## config.mk

```make
export PLATFORM = sky130hd
export DESIGN_NAME = dff_bank_arbiter_flat
export DESIGN_NICKNAME = d
export VERILOG_FILES = /design/src/rtl/dff_bank_arbiter_if.sv /design/src/rtl/dff_bank_arbiter.sv /design/src/flat_wrapper.sv
export SDC_FILE = /design/constraint.sdc
export NUM_CORES = 1
export LEC_CHECK = 0
export CELL_PAD_IN_SITES_DETAIL_PLACEMENT = 1
export CELL_PAD_IN_SITES_GLOBAL_PLACEMENT = 1
export CORE_ASPECT_RATIO = 2
export CORE_MARGIN = 2
export CORE_UTILIZATION = 41
export CTS_BUF_LIST = sky130_fd_sc_hd__clkbuf_4
export DETAILED_ROUTE_END_ITERATION = 12
export PLACE_DENSITY_LB_ADDON = 0.1
export RECOVER_POWER = 100
export SKIP_CTS_REPAIR_TIMING = 1
export SYNTH_ARGS = -nofsm -noshare
export SYNTH_HDL_FRONTEND = slang
export SYNTH_SLANG_ARGS = --single-unit
```

## constraint.sdc

```tcl
create_clock -name clk -period 4.15 [get_ports clk]
set_input_delay 0.83 -clock clk [delete_from_list [all_inputs] [get_ports clk]]
set_output_delay 0.83 -clock clk [all_outputs]
set_load 0.01 [all_outputs]
```

## src/rtl/dff_bank_arbiter_if.sv

```systemverilog
// Bus bundle for dff_bank_arbiter: requester write handshake plus the shared read port.
interface dff_bank_arbiter_if #(
    parameter int NREQ   = 4,
    parameter int WIDTH  = 8,
    parameter int ADDR_W = 2
);
    localparam int GRANT_W = (NREQ > 1) ? $clog2(NREQ) : 1;

    logic [NREQ-1:0]        req;
    logic [NREQ*ADDR_W-1:0] wr_addr;
    logic [NREQ*WIDTH-1:0]  wr_data;
    logic [NREQ-1:0]        ack;
    logic                   busy;
    logic [GRANT_W-1:0]     grant_id;
    logic [ADDR_W-1:0]      rd_addr;
    logic [WIDTH-1:0]       rd_data;

    modport master (
        output req, wr_addr, wr_data, rd_addr,
        input  ack, busy, grant_id, rd_data
    );

    modport slave (
        input  req, wr_addr, wr_data, rd_addr,
        output ack, busy, grant_id, rd_data
    );
endinterface

```

## src/rtl/dff_bank_arbiter.sv

```systemverilog
// Register bank with a round-robin arbitrated write port and a combinational read port.
// Define DFF_ARB_FIXED_PRI_EN for fixed lowest-index-wins priority instead of round-robin.
module dff_bank_arbiter #(
    parameter int NREQ   = 4,
    parameter int WIDTH  = 8,
    parameter int ADDR_W = 2
) (
    input  logic               clk,
    input  logic               reset,
    dff_bank_arbiter_if.slave  bus
);
    localparam int DEPTH   = 1 << ADDR_W;
    localparam int GRANT_W = (NREQ > 1) ? $clog2(NREQ) : 1;

    typedef enum logic [0:0] {
        IDLE  = 1'b0,
        WRITE = 1'b1
    } state_t;

    state_t             state_r;
    state_t             state_nxt_s;
    logic [NREQ-1:0]    ack_r;
    logic [NREQ-1:0]    ack_nxt_s;
    logic               busy_r;
    logic               busy_nxt_s;
    logic [GRANT_W-1:0] grant_r;
    logic [GRANT_W-1:0] grant_nxt_s;
    logic [GRANT_W-1:0] winner_s;
    logic [ADDR_W-1:0]  waddr_s;
    logic [WIDTH-1:0]   wdata_s;
    logic [WIDTH-1:0]   bank_r [DEPTH];

`ifdef DFF_ARB_FIXED_PRI_EN
    // Fixed priority: scanning downward leaves the lowest asserted index as winner.
    always_comb begin
        winner_s = {GRANT_W{1'b0}};
        for (int i = NREQ - 1; i >= 0; i--) begin
            if (bus.req[i]) begin
                winner_s = GRANT_W'(i);
            end else begin
                winner_s = winner_s;
            end
        end
    end
`else
    logic [GRANT_W-1:0] ptr_r;
    logic [GRANT_W-1:0] idx_s;
    int                 sum_s;

    // Round-robin: scan offsets downward so the nearest request at/after the pointer wins.
    always_comb begin
        winner_s = {GRANT_W{1'b0}};
        idx_s    = {GRANT_W{1'b0}};
        sum_s    = 0;
        for (int k = NREQ - 1; k >= 0; k--) begin
            sum_s = int'(ptr_r) + k;
            if (sum_s >= NREQ) begin
                sum_s = sum_s - NREQ;
            end else begin
                sum_s = sum_s;
            end
            idx_s = GRANT_W'(sum_s);
            if (bus.req[idx_s]) begin
                winner_s = idx_s;
            end else begin
                winner_s = winner_s;
            end
        end
    end

    // Pointer advances past the requester whose write completes this cycle.
    always_ff @(posedge clk) begin
        if (reset) begin
            ptr_r <= {GRANT_W{1'b0}};
        end else if (state_r == WRITE) begin
            ptr_r <= (grant_r == GRANT_W'(NREQ - 1)) ? {GRANT_W{1'b0}} : grant_r + GRANT_W'(1);
        end else begin
            ptr_r <= ptr_r;
        end
    end
`endif

    // Next-state and registered-output decode for the IDLE/WRITE handshake.
    always_comb begin
        state_nxt_s = state_r;
        ack_nxt_s   = {NREQ{1'b0}};
        busy_nxt_s  = 1'b0;
        grant_nxt_s = grant_r;
        case (state_r)
            IDLE: begin
                if (|bus.req) begin
                    state_nxt_s = WRITE;
                    ack_nxt_s   = {{(NREQ-1){1'b0}}, 1'b1} << winner_s;
                    busy_nxt_s  = 1'b1;
                    grant_nxt_s = winner_s;
                end else begin
                    state_nxt_s = IDLE;
                end
            end
            WRITE: begin
                state_nxt_s = IDLE;
            end
            default: begin
                state_nxt_s = IDLE;
            end
        endcase
    end

    // FSM state and handshake outputs.
    always_ff @(posedge clk) begin
        if (reset) begin
            state_r <= IDLE;
            ack_r   <= {NREQ{1'b0}};
            busy_r  <= 1'b0;
            grant_r <= {GRANT_W{1'b0}};
        end else begin
            state_r <= state_nxt_s;
            ack_r   <= ack_nxt_s;
            busy_r  <= busy_nxt_s;
            grant_r <= grant_nxt_s;
        end
    end

    // Address/data of the granted requester, sampled during the WRITE cycle.
    always_comb begin
        waddr_s = {ADDR_W{1'b0}};
        wdata_s = {WIDTH{1'b0}};
        for (int i = 0; i < NREQ; i++) begin
            if (grant_r == GRANT_W'(i)) begin
                waddr_s = bus.wr_addr[i*ADDR_W +: ADDR_W];
                wdata_s = bus.wr_data[i*WIDTH +: WIDTH];
            end else begin
                waddr_s = waddr_s;
                wdata_s = wdata_s;
            end
        end
    end

    // Register bank; reset wins over an in-flight write.
    always_ff @(posedge clk) begin
        if (reset) begin
            for (int d = 0; d < DEPTH; d++) begin
                bank_r[d] <= {WIDTH{1'b0}};
            end
        end else if (state_r == WRITE) begin
            bank_r[waddr_s] <= wdata_s;
        end else begin
            bank_r[waddr_s] <= bank_r[waddr_s];
        end
    end

    assign bus.ack      = ack_r;
    assign bus.busy     = busy_r;
    assign bus.grant_id = grant_r;
    assign bus.rd_data  = bank_r[bus.rd_addr];
endmodule
```

## src/flat_wrapper.sv

```systemverilog
// flat-port wrapper written by rule: the top's interface ports become plain ports
module dff_bank_arbiter_flat 
#(
    parameter int NREQ   = 4,
    parameter int WIDTH  = 8,
    parameter int ADDR_W = 2
)
  (clk, reset, bus_req, bus_wr_addr, bus_wr_data, bus_rd_addr, bus_ack, bus_busy, bus_grant_id, bus_rd_data);
  dff_bank_arbiter_if #(.NREQ(NREQ), .WIDTH(WIDTH), .ADDR_W(ADDR_W)) bus_i ();
  input  logic clk;
  input  logic reset;
  input wire logic [$bits(bus_i.req)-1:0] bus_req;
  input wire logic [$bits(bus_i.wr_addr)-1:0] bus_wr_addr;
  input wire logic [$bits(bus_i.wr_data)-1:0] bus_wr_data;
  input wire logic [$bits(bus_i.rd_addr)-1:0] bus_rd_addr;
  output wire logic [$bits(bus_i.ack)-1:0] bus_ack;
  output wire logic [$bits(bus_i.busy)-1:0] bus_busy;
  output wire logic [$bits(bus_i.grant_id)-1:0] bus_grant_id;
  output wire logic [$bits(bus_i.rd_data)-1:0] bus_rd_data;
  assign bus_i.req = bus_req;
  assign bus_i.wr_addr = bus_wr_addr;
  assign bus_i.wr_data = bus_wr_data;
  assign bus_i.rd_addr = bus_rd_addr;
  assign bus_ack = bus_i.ack;
  assign bus_busy = bus_i.busy;
  assign bus_grant_id = bus_i.grant_id;
  assign bus_rd_data = bus_i.rd_data;
  dff_bank_arbiter #(.NREQ(NREQ), .WIDTH(WIDTH), .ADDR_W(ADDR_W)) u_core (.clk(clk), .reset(reset), .bus(bus_i));
endmodule
```

Word level (Yosys, flattened, before mapping)
Memory sizes are Yosys's and may differ from the RTL's.
Cells that the tools add are included.
{"block": "classes", "addsub": 8, "multipliers": 0, "n_div": 0, "n_lt_le_gt_ge": 8, "eq_ne": 4, "n_shift": 1, "mux": 39, "bitwise_logic": 3, "n_reduce_logical": 7}
{"operator": "8-bit 2-to-1 mux", "count": 6}
{"operator": "2-bit 2-to-1 mux", "count": 14}
{"operator": "1-bit 2-to-1 mux", "count": 14}
{"operator": "2-bit by 3-bit < comparator with 1-bit output, second input constant", "count": 4}
{"operator": "3-bit >= comparator, second input constant", "count": 3}
{"operator": "1-bit binary-select mux with 2-bit select", "count": 4}
{"operator": "8-bit OR reduction", "count": 1}
{"operator": "2-bit by 1-bit subtractor with 2-bit output, second input constant", "count": 4}
{"operator": "2-bit by 2-bit adder with 3-bit output, second input constant", "count": 2}
{"operator": "2-bit equality test, second input constant", "count": 2}
{"operator": "2-bit AND reduction", "count": 2}
{"operator": "4-bit OR reduction", "count": 1}
{"operator": "1-bit by 2-bit << shifter with 4-bit output, first input constant", "count": 1}
{"operator": "2-bit by 1-bit adder with 3-bit output, second input constant", "count": 1}
{"operator": "2-bit by 3-bit >= comparator with 1-bit output, second input constant", "count": 1}
{"operator": "3-bit OR reduction", "count": 1}
{"operator": "2-bit by 1-bit adder with 2-bit output, second input constant", "count": 1}
{"operator": "2-bit by 1-bit equality test with 1-bit output, second input constant", "count": 1}
{"operator": "2-bit logical NOT", "count": 1}
{"operator": "1-bit NOT", "count": 2}
{"operator": "1-bit one-hot mux with 2 select lines", "count": 1}
{"operator": "2-bit OR reduction", "count": 1}
{"operator": "0-bit != test", "count": 1}
{"operator": "1-bit OR", "count": 1}
{"block": "totals", "register_bits": 10, "latchBits": 0, "mem_bits_rw": 32, "romBits": 0, "memories": 1}
{"name": "u_core.bank_r", "words": 4, "word_bits": 8, "read_ports": 1, "rd_clocked_by_memory_dff": 0, "write_ports": 4, "line": "dff_bank_arbiter.sv:31", "source": "logic [WIDTH-1:0] bank_r [DEPTH];"}

Depth between registers and ports, before layout
Gate-level depths: netlist (run 1).
{"block": "logic_depth", "word_depth": 10, "depth_mapped": 8, "depth_no_buf": 6}

Worst setup path before layout (run 1)
OpenSTA, ideal clock, no wires.
{"block": "synth_timing", "path_kind": "input-to-output", "from": "in bus_rd_addr[0]", "to": "out bus_rd_data[0]", "arrival_ns": 1.618, "required_ns": 3.320, "path_slack_ns": 1.702, "path_stages": 2, "path_buffers": 1, "path_cell_list": "buf_2 mux4_2"}
{"block": "synth_between", "elab_chain_cells": 1}
{"item": "start, declared", "line": "flat_wrapper.sv:15", "source": "input wire logic [$bits(bus_i.rd_addr)-1:0] bus_rd_addr;"}
{"item": "memory read 4 x 8 bit"}
{"item": "end, declared", "line": "flat_wrapper.sv:19", "source": "output wire logic [$bits(bus_i.rd_data)-1:0] bus_rd_data;"}
Every way passes these cells.

Worst setup path in the final report (run 1)
Ends and elaborated chain as after synthesis.

==> flow_metrics.tcl, run 1 <==
set metrics [dict create \
    worstRegToRegCells 6 \
    synthArstFlopShare 0 \
    p_sw_frac 0.261 \
    setup.worst_path.start "bus_rd_addr[0]" \
    clk_pin_slew_ns 0.11 \
    fin_hold_ws_ns 0.541 \
    synthMostInstantiatedCell "edfxtp_1" \
    max_freq_mhz 265 \
    grt_max_degree 25 \
    dp_hpwl_um 4120 \
    synth_ff_type "edfxtp_1" \
    fill_cells 608 \
    avgRoutedWirePerCell_um 15.8 \
    leakage_uw 0.00112 \
    avgSynthCellArea_um2 10.9 \
    wl_um 5080 \
    synth_fa_ha_area_frac 0.0223 \
    min_path_type "reg -> reg" \
    htreeDepth 2 \
    p_per_area_nw_per_um2 299 \
    slew_violations 0 \
    skew_ns 0.00724 \
    portBuffers 62 \
    reg2reg_slack_ns 1.00 \
    synthSimpleGateAreaFrac 0.177 \
    setup_viol 0 \
    postSynthCellCount 205 \
    rsz0062_at_grt "false" \
    drcViolationCount 0 \
    required_ns 3.32 \
    period_needed_ns 3.77 \
    grt_overflow 0 \
    drtIter0Drc 30 \
    grt_use_total 0.178 \
    setup_tns_ns 0 \
    cp_data_arrival_time_ns 2.94 \
    synthMuxAreaShare 0.0894 \
    cp_common_cell "dlygate4sd3_1" \
    synth_compound_area_frac 0.136 \
    cp_slowest_cell "dlygate4sd3_1" \
    io_pins 63 \
    vias 1730 \
    grt_pass1_wl_um 8480 \
    hold_end "u_core.bus.grant_id[1]" \
    yosysSeqAreaShare 0.509 \
    hold_start "u_core.bus.grant_id[1]" \
    ys_seq_elements 41 \
    pwr-share-clk 0.221 \
    tritoncts "built" \
    cts_buffers 5 \
    yosys-top-cells-count "edfxtp_1 (32), nor2_1 (24), inv_1 (20)" \
    end_kind "output pin" \
    max_slew_margin 0.433 \
    synth.area.top_cells "edfxtp_1 (43%), dfxtp_1 (8.0%), mux4_2 (8.0%), nor2_1 (4.0%), inv_1 (3.4%)" \
    seqCellArea_um2 1140 \
    cts.sinks 41 \
    finalPower_uw 873 \
    rr_endpoint "u_core.bank_r[1][5]" \
    cp_max_fo 8 \
    netlist.area_leader.share 0.429 \
    viasPerCell 5.37 \
    ys_types 41 \
    min_period_over_period 0.908 \
    run_status "finished, final reports clean" \
    path_class "in -> out" \
    critPathMaxStageDelay_ns 0.90 \
    combPwrFrac 0.228 \
    crit_path_cell_trace "dlygate4sd3_1, mux4_2, dlygate4sd3_1" \
    die_area_um2 6110 \
    synth_top_family_by_area "simple AND/OR/NAND/NOR gates" \
    start_kind "input port" \
    multi_input_area_um2 951 \
    crit_family "buffers and inverters" \
    area_delta_synth_final_pct 30.4 \
    die_width_um 56.3 \
    synth_edf_count 32 \
    fin_area_um2 2920 \
    synth_xor_area_frac 0 \
    path_depth 3 \
    p_switching_uw 228 \
    globalplace.congestion 0.812 \
    min_path_cells 2 \
    drtAntennaViolNets 0 \
    antenna_found_initial 1 \
    power.internal_uw 646 \
    placed_cell_area_um2 2870 \
    die_h_um 109 \
    yosysWarnings 0 \
    first_pass_iters 4 \
    fin_nets 313 \
    p_seq_frac 0.551 \
    syn_area_um2 2240 \
    grt_pass1_vias 1797 \
    vdd_ir_drop_max_mv 0.204 \
    initial_core_util 0.421 \
    cap_violations 0 \
    core.rowCount 38 \
    r2r-start "u_core.bus.grant_id[0]" \
    core_area_um2 5330 \
    drive_above_1_share 0.0958 \
    critical_path_buf_inv_count 2 \
    synth_top_cell_by_area "edfxtp_1" \
    worst_slew_pin_slew_ns 0.850 \
    cts_root_buffer "clkbuf_4" \
    cts_buffer_depth 2 \
    synth_nets 257 \
    insertion_delay_ns 0.35 \
    finalHoldViolCount 0 \
]
-- cell families (layout without fill, tap and decap cells) --
kind of cell,after synthesis,in the layout
simple gates,71,71
buf+inv,34,90
fa+ha+maj,4,4
mux,10,10
other cells,0,1
compound gates,45,45
flops,41,41
-- per-stage QoR --
step           std cells  setup slack (ns)   util
6_report             322             0.381  0.549
4_1_cts              321             0.539  0.548
3_3_place_gp         314             0.601  0.539
5_1_grt              322             0.274  0.549
2_1_floorplan        205              1.70      -
3_5_place_dp         314             0.541  0.539
-- power by group through the flow --
| stage | clock network [µW] | logic [µW] | registers, µW |
|---|---|---|---|
| finish | 193 | 199 | 481 |
| global placement | 0 | 202 | 489 |
| CTS | 198 | 209 | 482 |
| detailed placement | 0 | 208 | 492 |
| floorplan | 0 | 116 | 486 |
| global route | 214 | 220 | 484 |
-- cell usage in the layout, fill, tap and decap left out, types with 2 or more instances in the layout --
cell / instances
nand3b_1: 9
nor2_2: 8
nor4_1: 3
nor2_1: 24
clkbuf_4: 6
a211o_1: 2
nor2b_1: 2
edfxtp_1: 32
mux2i_1: 2
o22ai_1: 2
nand2_1: 2
o21ai_0: 8
a21oi_1: 13
nor3_1: 3
mux4_2: 8
nand2b_1: 7
a221oi_1: 8
clkdlybuf4s50_1: 45
dfxtp_1: 9
and2_1: 8
ha_1: 4
or4b_1: 2
dlygate4sd3_1: 17
inv_1: 20
-- layout make-up --
| type | instances | area share |
|---|---|---|
| Multi-Input combinational cell | 130 | 0.325 |
| Sequential cell | 41 | 0.391 |
| Tap cell | 60 | 0.0257 |
| Inverter | 20 | 0.0257 |
| Timing Repair Buffer | 63 | 0.215 |
| Antenna cell | 1 | 0.000857 |
| Clock buffer | 6 | 0.0154 |
| Clock inverter | 1 | 0.00128 |
-- how the worst max path moves through the flow --
stage	to	slack (ns)
after global routing	bus_rd_data[0]	0.27
after floorplan	bus_rd_data[0]	1.70
final	bus_rd_data[0]	0.38
after CTS	bus_rd_data[0]	0.54
after detailed placement	bus_rd_data[0]	0.54
after global placement	bus_rd_data[5]	0.60
-- registers in the layout (all words and copies together) (netlist names) --
| name | cells |
|---|---|
| u_core.bus.busy | 1 |
| u_core.bus.grant_id | 2 |
| u_core.bank_r | 32 |
| u_core.bus.ack | 4 |
| u_core.ptr_r | 2 |
-- routing by layer --
metal	vias to the layer above	global-route usage	share of wire
li1	855	-	-
met1	819	0.194	0.40
met2	49	0.330	0.53
met3	7	0.0263	0.044
met4	0	0.0816	0.022
met5	-	0	0
-- tightest hold or removal path, cell delays in order, from the launching register on --
cell and delay, ns:
dfxtp_1 0.37, nand2_1 0.08, a21oi_1 0.06
(Power assumes the default switching activity.)
==> run 2: changes to the inputs <==
--- a/config.mk
+++ b/config.mk
@@ -5,6 +5,7 @@
 export SDC_FILE = /design/constraint.sdc
 export NUM_CORES = 1
 export LEC_CHECK = 0
+export ABC_CLOCK_PERIOD_IN_PS = 4150
 export CELL_PAD_IN_SITES_DETAIL_PLACEMENT = 1
 export CELL_PAD_IN_SITES_GLOBAL_PLACEMENT = 1
 export CORE_ASPECT_RATIO = 2
==> results of run 2 <==
Same layout as run 1: the final DEF is identical, and so are final timing and power.
==> run 3: changes to the inputs <==
--- a/config.mk
+++ b/config.mk
@@ -15,6 +15,7 @@
 export DETAILED_ROUTE_END_ITERATION = 12
 export PLACE_DENSITY_LB_ADDON = 0.1
 export RECOVER_POWER = 100
+export SETUP_SLACK_MARGIN = 0.15
 export SKIP_CTS_REPAIR_TIMING = 1
 export SYNTH_ARGS = -nofsm -noshare
 export SYNTH_HDL_FRONTEND = slang
==> results of run 3 <==
Same layout as run 1: the final DEF is identical, and so are final timing and power.
